## src/rtl/ldpc_3gpp_enc_src_buf_ctrl.sv

```systemverilog
`default_nettype none
//============================================================================
// Module   : ldpc_3gpp_enc_src_buf_ctrl
// Brief    : Write-side controller of the LDPC encoder ping-pong source RAM.
//            Frames incoming source words into one of two buffers, hands
//            completed buffers to the encoder engine and applies
//            backpressure while the engine owns both buffers.
// Revision : 1.0 - initial release
//============================================================================
module ldpc_3gpp_enc_src_buf_ctrl #(
  parameter int pDAT_W  = 8,
  parameter int pADDR_W = 8
) (
  input  logic               iclk,
  input  logic               ireset,
  input  logic               iclkena,
  // source word interface
  input  logic [pADDR_W-1:0] ilen_m1,
  input  logic               isop,
  input  logic               ieop,
  input  logic               ival,
  input  logic [pDAT_W-1:0]  idat,
  output logic               ordy,
  // RAM write port
  output logic               owrite,
  output logic               owbuf,
  output logic [pADDR_W-1:0] owaddr,
  output logic [pDAT_W-1:0]  owdat,
  // engine / read side handshake
  input  logic               irdone,
  output logic               orbuf,
  output logic               ofull,
  output logic               ostart,
  output logic               oerr
);

  localparam logic [1:0] c_USED_MAX = 2'd2;

  //--------------------------------------------------------------------------
  // state registers
  //--------------------------------------------------------------------------
  logic               r_wbuf;      // buffer currently being filled
  logic               r_rbuf;      // buffer presented to the engine
  logic [1:0]         r_used_cnt;  // number of filled buffers owned by engine
  logic               r_in_frame;
  logic [pADDR_W-1:0] r_wcnt;
  logic [pADDR_W-1:0] r_len_m1;

  // registered write port and pulses
  logic               r_write;
  logic               r_write_buf;
  logic [pADDR_W-1:0] r_write_addr;
  logic [pDAT_W-1:0]  r_write_dat;
  logic               r_start;
  logic               r_err;

  //--------------------------------------------------------------------------
  // combinational decode of the current input word
  //--------------------------------------------------------------------------
  logic               w_rdy;
  logic               w_accept;
  logic               w_wr;
  logic [pADDR_W-1:0] w_addr;
  logic [pADDR_W-1:0] w_len_m1;
  logic               w_at_len;
  logic               w_last;
  logic               w_err;
  logic               w_rd;
  logic [1:0]         w_used_nxt;

  assign w_rdy    = (r_used_cnt != c_USED_MAX);
  assign w_accept = ival & w_rdy & iclkena;

  // A word is written if it opens a block or lands inside one; strays drop.
  assign w_wr     = w_accept & (isop | r_in_frame);

  // An isop always restarts at address 0 and uses the freshly offered length.
  assign w_addr   = isop ? '0 : r_wcnt;
  assign w_len_m1 = isop ? ilen_m1 : r_len_m1;
  assign w_at_len = (w_addr == w_len_m1);

  // Block ends at the programmed length or on an early ieop.
  assign w_last   = w_wr & (w_at_len | ieop);
  assign w_err    = w_wr & ieop & ~w_at_len;

  // Engine release is only honoured while it actually owns a buffer.
  assign w_rd     = iclkena & irdone & (r_used_cnt != 2'd0);

  // Buffer occupancy: completion and release in the same cycle cancel out.
  always_comb begin
    w_used_nxt = r_used_cnt;
    case ({w_last, w_rd})
      2'b10:   w_used_nxt = r_used_cnt + 2'd1;
      2'b01:   w_used_nxt = r_used_cnt - 2'd1;
      default: w_used_nxt = r_used_cnt;
    endcase
  end

  //--------------------------------------------------------------------------
  // Framing state: in_frame, word counter, latched length and write buffer.
  //--------------------------------------------------------------------------
  always_ff @(posedge iclk) begin
    if (ireset) begin
      r_in_frame <= 1'b0;
      r_wcnt     <= '0;
      r_len_m1   <= '0;
      r_wbuf     <= 1'b0;
    end else if (iclkena) begin
      if (w_accept && isop) begin
        r_len_m1 <= ilen_m1;
      end
      if (w_wr) begin
        r_in_frame <= ~w_last;
        r_wcnt     <= w_last ? '0 : (w_addr + pADDR_W'(1));
      end
      if (w_last) begin
        r_wbuf <= ~r_wbuf;
      end
    end
  end

  //--------------------------------------------------------------------------
  // Ownership tracking between the write side and the engine.
  //--------------------------------------------------------------------------
  always_ff @(posedge iclk) begin
    if (ireset) begin
      r_used_cnt <= 2'd0;
      r_rbuf     <= 1'b0;
    end else if (iclkena) begin
      r_used_cnt <= w_used_nxt;
      if (w_rd) begin
        r_rbuf <= ~r_rbuf;
      end
    end
  end

  //--------------------------------------------------------------------------
  // One-cycle registered RAM write port with completion/error pulses.
  //--------------------------------------------------------------------------
  always_ff @(posedge iclk) begin
    if (ireset) begin
      r_write      <= 1'b0;
      r_write_buf  <= 1'b0;
      r_write_addr <= '0;
      r_write_dat  <= '0;
      r_start      <= 1'b0;
      r_err        <= 1'b0;
    end else if (iclkena) begin
      r_write <= w_wr;
      r_start <= w_last;
      r_err   <= w_err;
      if (w_wr) begin
        r_write_buf  <= r_wbuf;
        r_write_addr <= w_addr;
        r_write_dat  <= idat;
      end
    end
  end

  //--------------------------------------------------------------------------
  // outputs
  //--------------------------------------------------------------------------
  assign ordy   = w_rdy;
  assign owrite = r_write;
  assign owbuf  = r_write_buf;
  assign owaddr = r_write_addr;
  assign owdat  = r_write_dat;
  assign orbuf  = r_rbuf;
  assign ofull  = (r_used_cnt != 2'd0);
  assign ostart = r_start;
  assign oerr   = r_err;

endmodule
`default_nettype wire

```

## config.mk

```make
export PLATFORM = sky130hd
export DESIGN_NAME = ldpc_3gpp_enc_src_buf_ctrl
export DESIGN_NICKNAME = d
export VERILOG_FILES = /design/src/rtl/ldpc_3gpp_enc_src_buf_ctrl.sv
export SDC_FILE = /design/constraint.sdc
export NUM_CORES = 1
export LEC_CHECK = 0
export CORE_UTILIZATION = 49
export CTS_BUF_LIST = sky130_fd_sc_hd__clkbuf_16
export DETAILED_ROUTE_END_ITERATION = 8
export HOLD_SLACK_MARGIN = 0.08
export PLACE_DENSITY = 0.79
export SETUP_SLACK_MARGIN = 0.3
export SLEW_MARGIN = 20
export SYNTH_ARGS = -nofsm -noshare
export SYNTH_HDL_FRONTEND = slang
export SYNTH_SLANG_ARGS = --single-unit
```

## constraint.sdc

```tcl
create_clock -name iclk -period 2.6 [get_ports iclk]
set_input_delay 0.39 -clock iclk [delete_from_list [all_inputs] [get_ports iclk]]
set_output_delay 0.39 -clock iclk [all_outputs]
set_load 0.02 [all_outputs]
```

==> impl_results.md, run 1 <==
* Num CTS Buffers at 5
* Die width at between 60 and 70 um
* Synth warnings at 0
* Outcome: complete, no violations
* Initial antenna violation count at 0
* TritonCTS clock tree: done
* Post-Place Cell Area at 2390 um2
* CP Data Required Time at roughly 2.8 ns
* R2r setup slk at roughly 0.53 ns
* Yosys reg bits at 41
* GR Util All Layers at ~22%
* Drc violations at 0
* Unique cell type count in the Yosys netlist at between 40 and 50
* Routed Wire Length at just over 4000 um
* Synth async-reset ratio at 0%
* Sequential standard cell area at 821 um2
* Main synth FF type: dfxtp_1
* Synth Instances at 214
* Final count of pins violating max slew at 0
* Mean Syn Cell Area at slightly below 9 um2
* ANT cells at 0
* CP max stage delay at ~0.60 ns
* Crit path launch type: input pin
* Worst hold-check path type: reg -> reg
* Via count at 1614
* # IOs at 46
* Sequential fraction of the synthesis area at between 40% and 50%
* Setup TNS at 0 ns
* Peak supply drop at approximately 0.46 mV
* Worst Path Arrival at roughly 2.4 ns
* Share of cells above drive strength 1 at between 10% and 20%
* Crit path cell chain: clkdlybuf4s50_1, and4b_1, o31ai_2, ha_1, nor2b_1, nand2_1, xor2_1, nor2_1
* Slew @ Worst Pin at ~0.64 ns
* Vias per std cell at roughly 5.2
* Vias in the first global route at between 1500 and 2000
* Finished Cell Area at between 2000 and 3000 um2
* Clock slew at reported path FFs at 0.06 ns
* Rows at 22
* Final hold viol count at 0
* Worst Skew at roughly 0.0063 ns
* Core Box Area at approximately 3700 um2
* Commonest non-fill, non-tap cell in the layout: clkdlybuf4s50_1
* First-pass GRT wire length at 7070 um
* Reg2Reg Depth at 9
* Mapped Area at ~1900 um2
* DRT Pass-1 Iters at 4
* Worst setup path startpoint: isop
* Max Buffers Root-to-Sink at 2
* H-tree depth at 2
* Die height at between 60 and 70 um
* Most frequent cells in the layout: clkdlybuf4s50_1 (45), dfxtp_1 (41), nand2_1 (36)
* Post-synth EDFFs at 0
* Syn nets at 239
* Slew HR at between 50% and 60%
* Fillers at around 290
* GR Overflow Total at 0
* Port Buffers at 45
* CTS root buf: clkbuf_16
* Min Tclk post-route at about 2.1 ns
* Area grow syn2layout at 36.4%
* Initial Util at 51.2%
* Crit path capture type: register
* Max Cap Viol at 0
* Crit Path Max Fanout at 8
* Placed wire-length estimate at between 2000 and 3000 um
* Largest net degree at the start of global routing at 21
* Setup violators final at 0
* Nets at approximately 290
* Wire per inst at 13.3 um
* Sink Count at ~40
* Tcrit/Tclk final at around 82%
* Die area at 4080 um2
* CP max stage cell: clkdlybuf4s50_1
* Fmax at roughly 470 MHz
* Clk_lat worst skew at between 0.2 and 0.3 ns
* FF-to-FF Start: r_wcnt[4]
* Leakage Power at 0.931 nW
* R2R Path End: r_used_cnt[1]
* DRT iter0 DRCs at between 70 and 80
* Pwr Density at 580 nW/um2
* RD Place Congestion at roughly 0.88
* Unrepaired setup endpoints after global routing: no
* End point of the critical path: r_used_cnt[1]
* DRT antenna net count at 0
* Setup Crit Path Kind: in -> reg
* Area of the multi-input gates at 995 um2
report_power, final:
part	leakage, nW	switching (W)	internal, W
clock network	0.0797	0.000239	0.000445
registers	0.332	0.00000871	0.000641
logic	0.519	0.0000722	0.0000778
layout make-up:
cell class / instances / share of cell area [%]
clock buffers: 5 / 4.89
multi-input cells: 159 / 38.9
repair buffers: 54 / 20.3
inverters: 1 / 0.147
flip-flops and latches: 41 / 32.1
well taps: 48 / 2.35
clock inverters: 2 / 1.37
routing by layer:
layer	global-route usage (%)	routed length [um]
met4	7.67	31
met3	5.71	206
met1	27.8	1930
met2	36.6	1940
met5	0	0
synthesized netlist by cell type (all sizes together), types with 2 or more instances:
cell	n	area share, %
a31oi	2	0.67
o31ai	3	2.0
nand4	3	1.7
or4	3	1.4
clkbuf	8	1.6
xnor2	10	4.7
a21oi	23	6.1
nor2	18	3.6
nor3	3	1.1
mux2i	8	4.3
nand3b	5	2.0
xor2	2	0.93
nor2b	7	2.3
nand3	5	1.3
ha	2	1.3
nand2b	6	2.0
buf	5	1.7
dfxtp	41	44
and3	2	0.67
o21ai	6	1.6
nand2	36	7.2
critical path: cells and delay by family:
kind            cells  cell delay (ns)
compound gates      1             0.26
fa+ha+maj           1             0.28
simple gates        4             0.68
xor+xnor            1             0.14
buf+inv             1             0.60
stage by stage:
stage / hold slack, ns / cells / power (W) / util (%) / setup WS (ns)
global route: 0.469 / 310 / 0.00154 / 69.9 / 0.313
CTS: 0.454 / 310 / 0.00149 / 69.7 / 0.449
finish: 0.450 / 310 / 0.00148 / 69.9 / 0.466
detailed placement: 0.447 / 303 / 0.000813 / 65.3 / 0.181
floorplan: 0.441 / 214 / 0.000742 / - / 0.751
global placement: 0.440 / 303 / 0.000810 / 65.3 / 0.267
worst min path at each step:
stage	from	to	slack (ns)	cells past startpoint
finish	owaddr[6]	owaddr[6]	0.45	2
global route	owaddr[4]	owaddr[4]	0.47	2
CTS	owaddr[4]	owaddr[4]	0.45	2
detailed placement	owdat[3]	owdat[3]	0.45	2
global placement	owdat[0]	owdat[0]	0.44	2
floorplan	r_wbuf	owbuf	0.44	2
sequential cells by signal (all words and copies together) (netlist names), 2 cells and up:
signal,cells
owaddr,8
owdat,8
r_len_m1,8
r_used_cnt,2
r_wcnt,8
logic make-up (layout without fill, tap and decap cells):
group | after synthesis | count (layout) | share of synthesized area (%)
AO/OA/AOI/OAI | 41 | 41 | 14.6
adder cells (fa/ha/maj) | 2 | 2 | 1.33
XOR/XNOR | 12 | 12 | 5.61
flip-flops | 41 | 41 | 43.8
buffers and inverters | 14 | 62 | 3.47
multiplexers | 9 | 9 | 4.87
AND/OR/NAND/NOR | 95 | 95 | 26.3
timing repair:
item	in CTS	in global routing
setup buffers	0	0
setup endpoints to repair	0	1
resized for setup	0	1
hold buffers	0	0
(Power assumes the default switching activity.)
==> inputs of run 2 (changes only) <==
--- a/config.mk
+++ b/config.mk
@@ -5,11 +5,11 @@
 export SDC_FILE = /design/constraint.sdc
 export NUM_CORES = 1
 export LEC_CHECK = 0
-export CORE_UTILIZATION = 49
+export CORE_UTILIZATION = 44
 export CTS_BUF_LIST = sky130_fd_sc_hd__clkbuf_16
 export DETAILED_ROUTE_END_ITERATION = 8
 export HOLD_SLACK_MARGIN = 0.08
-export PLACE_DENSITY = 0.79
+export PLACE_DENSITY = 0.75
 export SETUP_SLACK_MARGIN = 0.3
 export SLEW_MARGIN = 20
 export SYNTH_ARGS = -nofsm -noshare
==> constraint.sdc (replaced) <==
create_clock -name iclk -period 1.95 [get_ports iclk]
set_input_delay 0.2925 -clock iclk [delete_from_list [all_inputs] [get_ports iclk]]
set_output_delay 0.2925 -clock iclk [all_outputs]
set_load 0.02 [all_outputs]
==> run 2 against run 1 <==
Effect of this change: critical path depth rose by 1; via count up 7.1%; cell count up 11%; core utilization increased by 2.0 points; register-to-register slack lost 0.42 ns; clock power increased by 35%; total power rose by 37%; largest cell class unchanged; design area rose by 14%; wire length up 11%; clock-buffer cell count is the same; first-iteration DRC count increased by 89%.
==> impl_results.md, run 2 (synthesis gave the netlist of run 1 again) <==
* Setup violators final at 0
* GR Overflow Total at 0
* TritonCTS clock tree: done
* DRT iter0 DRCs at 144
* Vias in the first global route at roughly 1600
* GR Util All Layers at 22.1%
* Switching power at ~0.00045 W
* First-pass GRT wire length at between 7000 and 8000 um
* Fillers at 305
* Sink Count at slightly above 40
* Port Buffers at 45
* Area of the multi-input gates at ~1100 um2
* Final count of pins violating max slew at 0
* Setup TNS at 0 ns
* Via count at between 1500 and 2000
* Hold_ws at between 0.4 and 0.5 ns
* Tot Pwr at 0.00203 W
* Num CTS Buffers at 5
* Slew HR at 80.9%
* Sequential standard cell area at 838 um2
* Largest net degree at the start of global routing at 46
* R2r setup slk at 0.11 ns
* Slew @ Worst Pin at roughly 0.29 ns
* FF-to-FF Start: r_len_m1[3]
* H-tree depth at 2
* DRT Pass-1 Iters at 4
* Drc violations at 0
* Routed Wire Length at 4560 um
* Initial Util at between 40 and 50%
* Pwr Density at 696 nW/um2
* Die area at approximately 4500 um2
* Post-Place Cell Area at around 2700 um2
* Dpl ws at -0.229 ns
* DRT antenna net count at 0
* Peak supply drop at around 0.49 mV
* Commonest non-fill, non-tap cell in the layout: nand2_1
* Share of cells above drive strength 1 at between 20% and 30%
* Final hold viol count at 0
* Slack of the critical path at ~0.11 ns
* Worst hold-check path type: reg -> reg
* CP Data Required Time at approximately 2.1 ns
* Crit path launch type: register
* Clock power share at between 40% and 50%
* Die height at slightly below 70 um
* Worst setup path startpoint: r_len_m1[3]
* R2R Path End: r_used_cnt[1]
* Die width at between 60 and 70 um
* Clock slew at reported path FFs at 0.06 ns
* Fmax at 544 MHz
* Crit Path Max Fanout at 3
* Finished Cell Area at roughly 3000 um2
* Crit path capture type: register
* Sw Ratio at 22.0%
* Tcrit/Tclk final at 94.3%
* Vias per std cell at 5.04
* Placed wire-length estimate at just over 3000 um
* CTS root buf: clkbuf_16
* Worst Path Arrival at around 2.0 ns
* Nets at roughly 320
* Internal at ~0.0016 W
* Combinational power share at 12.0%
* Most frequent cells in the layout: nand2_1 (36), buf_4 (35), clkdlybuf4s50_1 (32)
* Reg2Reg Depth at 9
* RD Place Congestion at between 0.7 and 0.8
* Worst Skew at 0.00339 ns
* Unrepaired setup endpoints after global routing: yes
* End point of the critical path: r_used_cnt[1]
* Outcome: complete, no violations
* Rows at 23
* Leakage Power at around 1.1 nW
* Setup Crit Path Kind: reg -> reg
* Max Cap Viol at 0
* Max Buffers Root-to-Sink at 2
* Min Tclk post-route at 1.84 ns
* # IOs at 46
* Area grow syn2layout at 55.6%
* Sequential share of power at between 40 and 50%
* Core Box Area at 4060 um2
* Wire per inst at between 10 and 15 um
* Clk_lat worst skew at ~0.28 ns
* Initial antenna violation count at 0
* ANT cells at 0
run 2: cell count changes in the layout (fill, tap and decap cells not counted), sizes merged:
cell	delta
clkdlybuf4s50	-13
clkinvlp	+1
dlygate4sd2	+13
buf	+30
run 2: cell type report:
| cell class | instances | share of cell area, % |
|---|---|---|
| repair buffers | 84 | 26.0 |
| clock inverters | 3 | 1.42 |
| inverters | 1 | 0.129 |
| flip-flops and latches | 41 | 28.7 |
| multi-input cells | 159 | 37.2 |
| well taps | 50 | 2.15 |
| clock buffers | 5 | 4.29 |
run 2: per-layer routing:
| layer | up-vias | part of all wire [%] | track usage (%) |
|---|---|---|---|
| li1 | 896 | - | - |
| met1 | 806 | 45 | 26.5 |
| met2 | 22 | 51 | 37.8 |
| met3 | 5 | 2.1 | 6.25 |
| met4 | 0 | 1.0 | 7.45 |
| met5 | - | 0 | 0 |
run 2: how the worst min path moves through the flow:
| stage | endpoint | startpoint | cells after the start | slack [ns] |
|---|---|---|---|---|
| 2_1_floorplan | owdat[7] | idat[7] | 2 | 0.43 |
| 3_3_place_gp | owaddr[7] | owaddr[7] | 2 | 0.44 |
| 3_5_place_dp | owaddr[5] | owaddr[5] | 2 | 0.44 |
| 4_1_cts | owaddr[4] | owaddr[4] | 2 | 0.45 |
| 5_1_grt | owaddr[4] | owaddr[4] | 2 | 0.47 |
| 6_report | owaddr[4] | owaddr[4] | 2 | 0.45 |
run 2: power by group through the flow:
stage          sequential, W  clock, W  combinational [W]
2_1_floorplan       0.000894         0           0.000103
5_1_grt             0.000868  0.000984           0.000261
6_report            0.000867  0.000921           0.000243
3_3_place_gp        0.000885         0           0.000232
4_1_cts             0.000866  0.000940           0.000232
3_5_place_dp        0.000885         0           0.000233
run 2: timing repair:
item	in CTS	in global routing
pin swaps	9	5
setup endpoints to repair	13	7
resized for setup	19	9
buffers inserted	3	3
hold buffers	0	0
run 2: through the flow:
step | std cells | util, %
after floorplan | 214 | -
after global placement | 329 | 65.6
after detailed placement | 329 | 65.6
after CTS | 340 | 70.4
after global routing | 343 | 71.9
final | 343 | 71.9
run 2: critical path, stage by stage (launching register included):
cell     delay [ns]
dfxtp_2        0.33
xnor2_2        0.16
nand4_2        0.18
nor3_4         0.25
o31ai_2        0.10
ha_1           0.30
nor2b_2        0.15
nand2_1        0.08
xor2_1         0.13
nor2_1         0.05
